==> config.mk <==
export PLATFORM = sky130hd
export DESIGN_NAME = n_addsub
export DESIGN_NICKNAME = d
export VERILOG_FILES = /design/src/rtl/n_addsub.sv
export SDC_FILE = /design/constraint.sdc
export NUM_CORES = 1
export LEC_CHECK = 0
export BUFFER_PORTS_ARGS = -buffer_cell sky130_fd_sc_hd__buf_2
export CORE_AREA = 2 2 130 145
export DETAILED_ROUTE_END_ITERATION = 7
export DIE_AREA = 0 0 132 147
export PLACE_DENSITY_LB_ADDON = 0.12
export SLEW_MARGIN = 20
export SYNTH_ARGS = -nofsm -noshare
export SYNTH_HDL_FRONTEND = slang
export SYNTH_SLANG_ARGS = --single-unit
==> constraint.sdc <==
create_clock -name clk -period 3.8 [get_ports clk]
set_input_delay 0.57 -clock clk [delete_from_list [all_inputs] [get_ports clk]]
set_output_delay 0.57 -clock clk [all_outputs]
set_load 0.01 [all_outputs]
==> src/rtl/n_addsub.sv <==
// Mantissa add/subtract stage: two-deep valid/ready pipeline with full back-pressure.
// Optional NADD_LZC_EN adds a registered leading-zero count output LZ.
module n_addsub #(
  parameter int MW = 28,
  parameter int EW = 8
) (
  input  logic          clk,
  input  logic          rst,
  input  logic          in_valid,
  output logic          in_ready,
  input  logic          SA,
  input  logic          SB,
  input  logic [EW-1:0] EO,
  input  logic [MW-1:0] MA,
  input  logic [MW-1:0] MB,
  input  logic          Comp,
  output logic          out_valid,
  input  logic          out_ready,
  output logic          SO,
  output logic [EW-1:0] EOUT,
  output logic [MW:0]   MO,
  output logic          ZO,
`ifdef NADD_LZC_EN
  output logic [4:0]    LZ,
`endif
  output logic          CompO
);

  logic          s1_v_q, s1_v_d;
  logic          sa_q, sa_d;
  logic          sub_q, sub_d;
  logic [EW-1:0] eo_q, eo_d;
  logic [MW-1:0] ma_q, ma_d;
  logic [MW-1:0] mb_q, mb_d;
  logic          cmp_q, cmp_d;

  logic          s2_v_q, s2_v_d;
  logic          so_q, so_d;
  logic [EW-1:0] eout_q, eout_d;
  logic [MW:0]   mo_q, mo_d;
  logic          zo_q, zo_d;
  logic          cmpo_q, cmpo_d;
`ifdef NADD_LZC_EN
  logic [4:0]    lz_q, lz_d;
`endif

  logic          s1_en;
  logic          s2_en;
  logic [MW:0]   res;

`ifdef NADD_LZC_EN
  function automatic logic [4:0] lzc(input logic [MW-1:0] v);
    logic [4:0] n;
    logic        hit;
    n   = MW[4:0];
    hit = 1'b0;
    for (int i = MW - 1; i >= 0; i--) begin
      if (!hit && v[i]) begin
        n   = 5'(MW - 1 - i);
        hit = 1'b1;
      end
    end
    return n;
  endfunction
`endif

  // a stage loads when empty or when its occupant leaves this cycle
  assign s2_en    = !s2_v_q || out_ready;
  assign s1_en    = !s1_v_q || s2_en;
  assign in_ready = !rst && s1_en;

  always_comb begin
    if (sub_q) res = {1'b0, ma_q} - {1'b0, mb_q};
    else       res = {1'b0, ma_q} + {1'b0, mb_q};
  end

  always_comb begin
    s1_v_d = s1_v_q;
    sa_d   = sa_q;
    sub_d  = sub_q;
    eo_d   = eo_q;
    ma_d   = ma_q;
    mb_d   = mb_q;
    cmp_d  = cmp_q;
    if (s1_en) begin
      s1_v_d = in_valid;
      if (in_valid) begin
        sa_d  = SA;
        sub_d = SA ^ SB;
        eo_d  = EO;
        ma_d  = MA;
        mb_d  = MB;
        cmp_d = Comp;
      end
    end
  end

  always_comb begin
    s2_v_d = s2_v_q;
    so_d   = so_q;
    eout_d = eout_q;
    mo_d   = mo_q;
    zo_d   = zo_q;
    cmpo_d = cmpo_q;
`ifdef NADD_LZC_EN
    lz_d   = lz_q;
`endif
    if (s2_en) begin
      s2_v_d = s1_v_q;
      if (s1_v_q) begin
        mo_d   = res;
        zo_d   = (res == '0);
        so_d   = sa_q && (res != '0);
        eout_d = eo_q;
        cmpo_d = cmp_q;
`ifdef NADD_LZC_EN
        lz_d   = lzc(res[MW-1:0]);
`endif
      end
    end
  end

  always_ff @(posedge clk) begin
    if (rst) begin
      s1_v_q <= 1'b0;
      sa_q   <= 1'b0;
      sub_q  <= 1'b0;
      eo_q   <= '0;
      ma_q   <= '0;
      mb_q   <= '0;
      cmp_q  <= 1'b0;
      s2_v_q <= 1'b0;
      so_q   <= 1'b0;
      eout_q <= '0;
      mo_q   <= '0;
      zo_q   <= 1'b0;
      cmpo_q <= 1'b0;
`ifdef NADD_LZC_EN
      lz_q   <= '0;
`endif
    end else begin
      s1_v_q <= s1_v_d;
      sa_q   <= sa_d;
      sub_q  <= sub_d;
      eo_q   <= eo_d;
      ma_q   <= ma_d;
      mb_q   <= mb_d;
      cmp_q  <= cmp_d;
      s2_v_q <= s2_v_d;
      so_q   <= so_d;
      eout_q <= eout_d;
      mo_q   <= mo_d;
      zo_q   <= zo_d;
      cmpo_q <= cmpo_d;
`ifdef NADD_LZC_EN
      lz_q   <= lz_d;
`endif
    end
  end

  assign out_valid = s2_v_q;
  assign SO        = so_q;
  assign EOUT      = eout_q;
  assign MO        = mo_q;
  assign ZO        = zo_q;
  assign CompO     = cmpo_q;
`ifdef NADD_LZC_EN
  assign LZ        = lz_q;
`endif

endmodule

Word-level counts from Yosys, hierarchy flattened
Cells that the tools add are included.

Flip-flop bits (word level): 109. Input bits: 71. Output and inout bits: 42. Logic and storage cells: 28.

Add/subtract/negate cells: 2. Multiplexer cells: 1. Bitwise gates (word level): 1. Reductions and logical operators: 11.

Operator list (count): adder 28 x 28 -> 29 bit (1); zero test 29 bit (1); 2-to-1 mux 29 bit (1); nonzero test 29 bit (1); subtractor 28 x 28 -> 29 bit (1); AND reduction 2 bit (2); zero test 1 bit (3); logical AND 1 bit (2); logical OR 1 bit (2); XOR 1 bit (1).

Logic depth before layout (Yosys ltp)
Depth after elaboration: 4. Mapped depth: 18. Depth with buffers taken out: 18.

Worst setup path before layout
Ideal clock, no wire load.

Path kind: reg2reg. From: register mb_q[12]. To: register so_q (netlist: SO). Setup time: 0.120 ns. Arrival: 3.561 ns. Required time: 3.680 ns. Slack: 0.119 ns. Cell stages (with the launch flop): 18. Path buffers: 1. Clock period less this slack: 3.681 ns. Cells stage by stage: dfxtp_1 > nor4_1 > nand2b_1 > nor3_1 > nor2b_1 > a21oi_1 > xnor2_1 > ha_1 > clkbuf_1 > a211oi_1 > o21ai_1 > and2_1 > a31o_2 > o21ai_0 > nand3_1 > a2111oi_4 > a211oi_1 > a211o_1.

Cells in the longest elaborated chain, start to end: 4. Elaborated cells on any way between the ends: 5. Classes of those cells: add/sub: 2; mux: 1; reduce/logical: 2.

Ends and longest elaborated chain: start, declared (line 34) `logic [MW-1:0] mb_q, mb_d;`; start signal, assigned (line 147) `mb_q <= mb_d;`; adder 28 x 28 -> 29 bit or subtractor 28 x 28 -> 29 bit (tied branches) (line 74, 73); 2-to-1 mux 29 bit (*) (line 73) `if (sub_q) res = {1'b0, ma_q} - {1'b0, mb_q};`; nonzero test 29 bit (*) (line 113) `so_d = sa_q && (res != '0);`; logical AND 1 bit (*) (line 113); end signal, assigned (line 133) `so_q <= 1'b0;`; end signal, assigned (line 150) `so_q <= so_d;`; end, declared (line 38) `logic so_q, so_d;`.

Every way passes the cells marked *; elsewhere a longest branch is shown, timed or not. A chain may end at the register's enable or synchronous reset.

Worst setup path after layout
From: register mb_q[12]. To: register zo_q (netlist: ZO).

Cells in the longest elaborated chain, start to end: 3. Elaborated cells on any way between the ends: 4. Classes of those cells: add/sub: 2; mux: 1; reduce/logical: 1.

Ends and longest elaborated chain: adder 28 x 28 -> 29 bit or subtractor 28 x 28 -> 29 bit (tied branches) (line 74, 73); 2-to-1 mux 29 bit (*) (line 73); zero test 29 bit (*) (line 112) `zo_d = (res == '0);`; end signal, assigned (line 153) `zo_q <= zo_d;`; end, declared (line 41) `logic zo_q, zo_d;`.

Marks and branches as above.

==> results.sh <==
export IMPL_hold_path_endpoint="cmp_q$_SDFFE_PP0P_"
export IMPL_dp_worst_setup_slack_ps=-274
export IMPL_die_h_um=147
export IMPL_via_per_inst=4.82
export IMPL_grt_setup_unrepaired="true"
export IMPL_synthArstFlopShare_pct=0
export IMPL_clock_latency_ps=370
export IMPL_power_density_mw_per_mm2=420
export IMPL_grt_max_degree=59
export IMPL_cts_root_buf="clkbuf_16"
export IMPL_power_mw=3.55
export IMPL_drc=0
export IMPL_yosys_area_top_type="dfxtp_1"
export IMPL_fp_dieW_um=132
export IMPL_min_path_cells=3
export IMPL_cts_htree_levels=3
export IMPL_vias=6184
export IMPL_clock_skew_ps=9.76
export IMPL_synth_edf_count=0
export IMPL_multiInputGateArea_mm2=0.00403
export IMPL_netlist_top_cells_area="dfxtp_1, nand2_1, a21oi_1"
export IMPL_nNetsFinal=1137
export IMPL_drt_pass1_iterations=5
export IMPL_violations="setup timing"
export IMPL_hold_class="input pin to register"
export IMPL_synth_seq_cells=109
export IMPL_cap_violations=0
export IMPL_setup_worst_path_end_class="register"
export IMPL_num_rows=52
export IMPL_hp_start="Comp"
export IMPL_vdd_drop_max_mv=0.210
export IMPL_start_util_pct=34.2
export IMPL_die_area_mm2=0.0194
export IMPL_grt_usage_pct=17.9
export IMPL_path_max_fanout=6
export IMPL_r2r_start="mb_q[12]$_SDFFE_PP0P_"
export IMPL_setup_tns_ps=-26.5
export IMPL_synth_seq_area_share_pct=35.4
export IMPL_fin_cells=1284
export IMPL_syn_area_mm2=0.00616
export IMPL_syn_nets=929
export IMPL_ys_warn_count=0
export IMPL_ant_nets=0
export IMPL_cp_arrival_ps=4040
export IMPL_start_kind="register"
export IMPL_grt_ovfl_total=0
export IMPL_synth_common_cells="nand2_1, a21oi_1, dfxtp_1"
export IMPL_path_class="register to register"
export IMPL_cts_inserted_buffers=9
export IMPL_grt_pass1_vias=5805
export IMPL_postSynthAreaPerCell_um2=7.45
export IMPL_finalWeightedCongestion=0.820
export IMPL_setup_viol=1
export IMPL_status="finished, violations left"
export IMPL_rr_worst_depth=19
export IMPL_cts_tree="built"
export IMPL_worst_slack_ps=-26.5
export IMPL_yosys_cell_types_count=58
export IMPL_port_buffers=112
export IMPL_slew_violations=0
export IMPL_ioPinCount=113
export IMPL_core_area_mm2=0.0180
export IMPL_worstMarginPinSlew_ps=979
export IMPL_synth_ff_type="dfxtp_1"
export IMPL_ctsHoldBuffers=0
export IMPL_ctsLongestPathBuffers=2
export IMPL_clk_pin_slew_ps=80
export IMPL_slew_headroom_pct=34.7
export IMPL_min_period_ps=3830
export IMPL_r2r_end="ZO$_SDFFE_PP0P_"
export IMPL_fillCellCount=1914
export IMPL_dpl_hpwl_um=13100
export IMPL_wl_um=17300
export IMPL_grt_pass1_wl_um=28500
export IMPL_first_iter_violations=280
export IMPL_worstPathRequired_ps=4020
export IMPL_n_antenna_cell=0
export IMPL_antenna_found_initial=0
export IMPL_p_leak_nw=3.72
export IMPL_fmax_ghz=0.261
export IMPL_finalHoldViolCount=0
export IMPL_ff2ff_setup_slack_ps=-30
export IMPL_drive_above_1_share_pct=31.5
export IMPL_postLayoutCoreUtil_pct=46.9
export IMPL_synth_top_area_share_pct=35.4
export IMPL_dpl_cell_count=1249
export IMPL_synth_most_common_cell="nand2_1"
export IMPL_finalCritPeriodShare_pct=101
export IMPL_synth_cells=828
export IMPL_seq_area_mm2=0.00219
export IMPL_area_growth_pct=37.1
export IMPL_cts_num_sinks=109
export IMPL_avgRoutedWirePerCell_um=13.5
## where the power goes
part	switching (mW)	internal (mW)	leakage (nW)
clock network	0.497	0.477	0.152
registers	0.0486	1.21	0.896
logic	0.668	0.642	2.67
## flip-flops by register name (all words and copies together) (netlist names)
name       flops
ZO             1
ma_q          28
cmp_q          1
SO             1
sub_q          1
EOUT           8
CompO          1
MO            29
mb_q          28
eo_q           8
s1_v_q         1
out_valid      1
sa_q           1
## critical path, stage by stage, from the launching register on
cell and delay [ps]:
dfxtp_2 340, nor4_4 280, nand2b_1 150, nor3_2 190
nor2b_4 220, buf_4 120, a21oi_1 60, xnor2_1 150
ha_1 340, buf_6 130, and3_1 160, and2_1 150
o21a_1 160, o41ai_4 90, a21oi_2 270, buf_4 170
o21ai_0 80, a311o_1 380, a21oi_2 170, o41ai_2 80
## cells by family (layout without fill, tap and decap cells)
group	count (synthesis)	after routing	synth area share, %
AND/OR/NAND/NOR	351	351	25.1
multiplexers	3	3	0.487
adder cells (fa/ha/maj)	30	30	6.21
AO/OA/AOI/OAI	228	228	22.4
XOR/XNOR	46	46	6.54
flip-flops	109	109	35.4
buffers and inverters	61	274	3.84
## worst max path at each step
stage | cells after the start | endpoint | start | slack, ps
after floorplan | 17 | SO$_SDFFE_PP0P_ | mb_q[12]$_SDFFE_PP0P_ | 120
after global placement | 18 | SO$_SDFFE_PP0P_ | mb_q[12]$_SDFFE_PP0P_ | -210
after detailed placement | 18 | SO$_SDFFE_PP0P_ | mb_q[12]$_SDFFE_PP0P_ | -270
after CTS | 16 | ZO$_SDFFE_PP0P_ | mb_q[4]$_SDFFE_PP0P_ | -20
after global routing | 18 | ZO$_SDFFE_PP0P_ | mb_q[12]$_SDFFE_PP0P_ | -230
final | 19 | ZO$_SDFFE_PP0P_ | mb_q[12]$_SDFFE_PP0P_ | -30
## metrics by stage
stage          instance area, µm²  hold slack (ps)
6_report                     8450              429
5_1_grt                      8450              415
3_3_place_gp                 7700              439
2_1_floorplan                6160              432
3_5_place_dp                 7700              443
4_1_cts                      8170              417
## metal layers
metal	part of all wire, %	global-route usage (%)	vias up	wire (µm)
met5	0	0	-	0
met4	1.1	4.29	0	185
met3	3.0	3.11	9	527
met2	45	28.5	94	7840
met1	51	25.4	2802	8750
li1	-	-	3279	-
## layout make-up
type,instances,share of cell area (%)
timing repair buffer,244,18.6
multi-input combinational,658,47.6
tap,243,3.60
sequential,109,25.9
inverter,14,0.622
clock buffer,9,2.66
clock inverter,7,1.02
## timing repair
action                                  4_1_cts  5_1_grt
pin swaps                                    11       22
resized for setup                            24       48
endpoints found under the setup margin        2        6
buffers inserted                              7       13
## cells in the final DEF, fill, tap and decap left out, types with 11 or more instances in the layout
master / count
ha_1: 24
xnor2_1: 35
a21oi_1: 127
nor2_1: 51
nand2_1: 198
buf_4: 129
dfxtp_1: 104
buf_2: 111
o21ai_0: 18
nand3_1: 13
nor3_1: 11
inv_1: 14
Power figures use the tool's default switching activity.
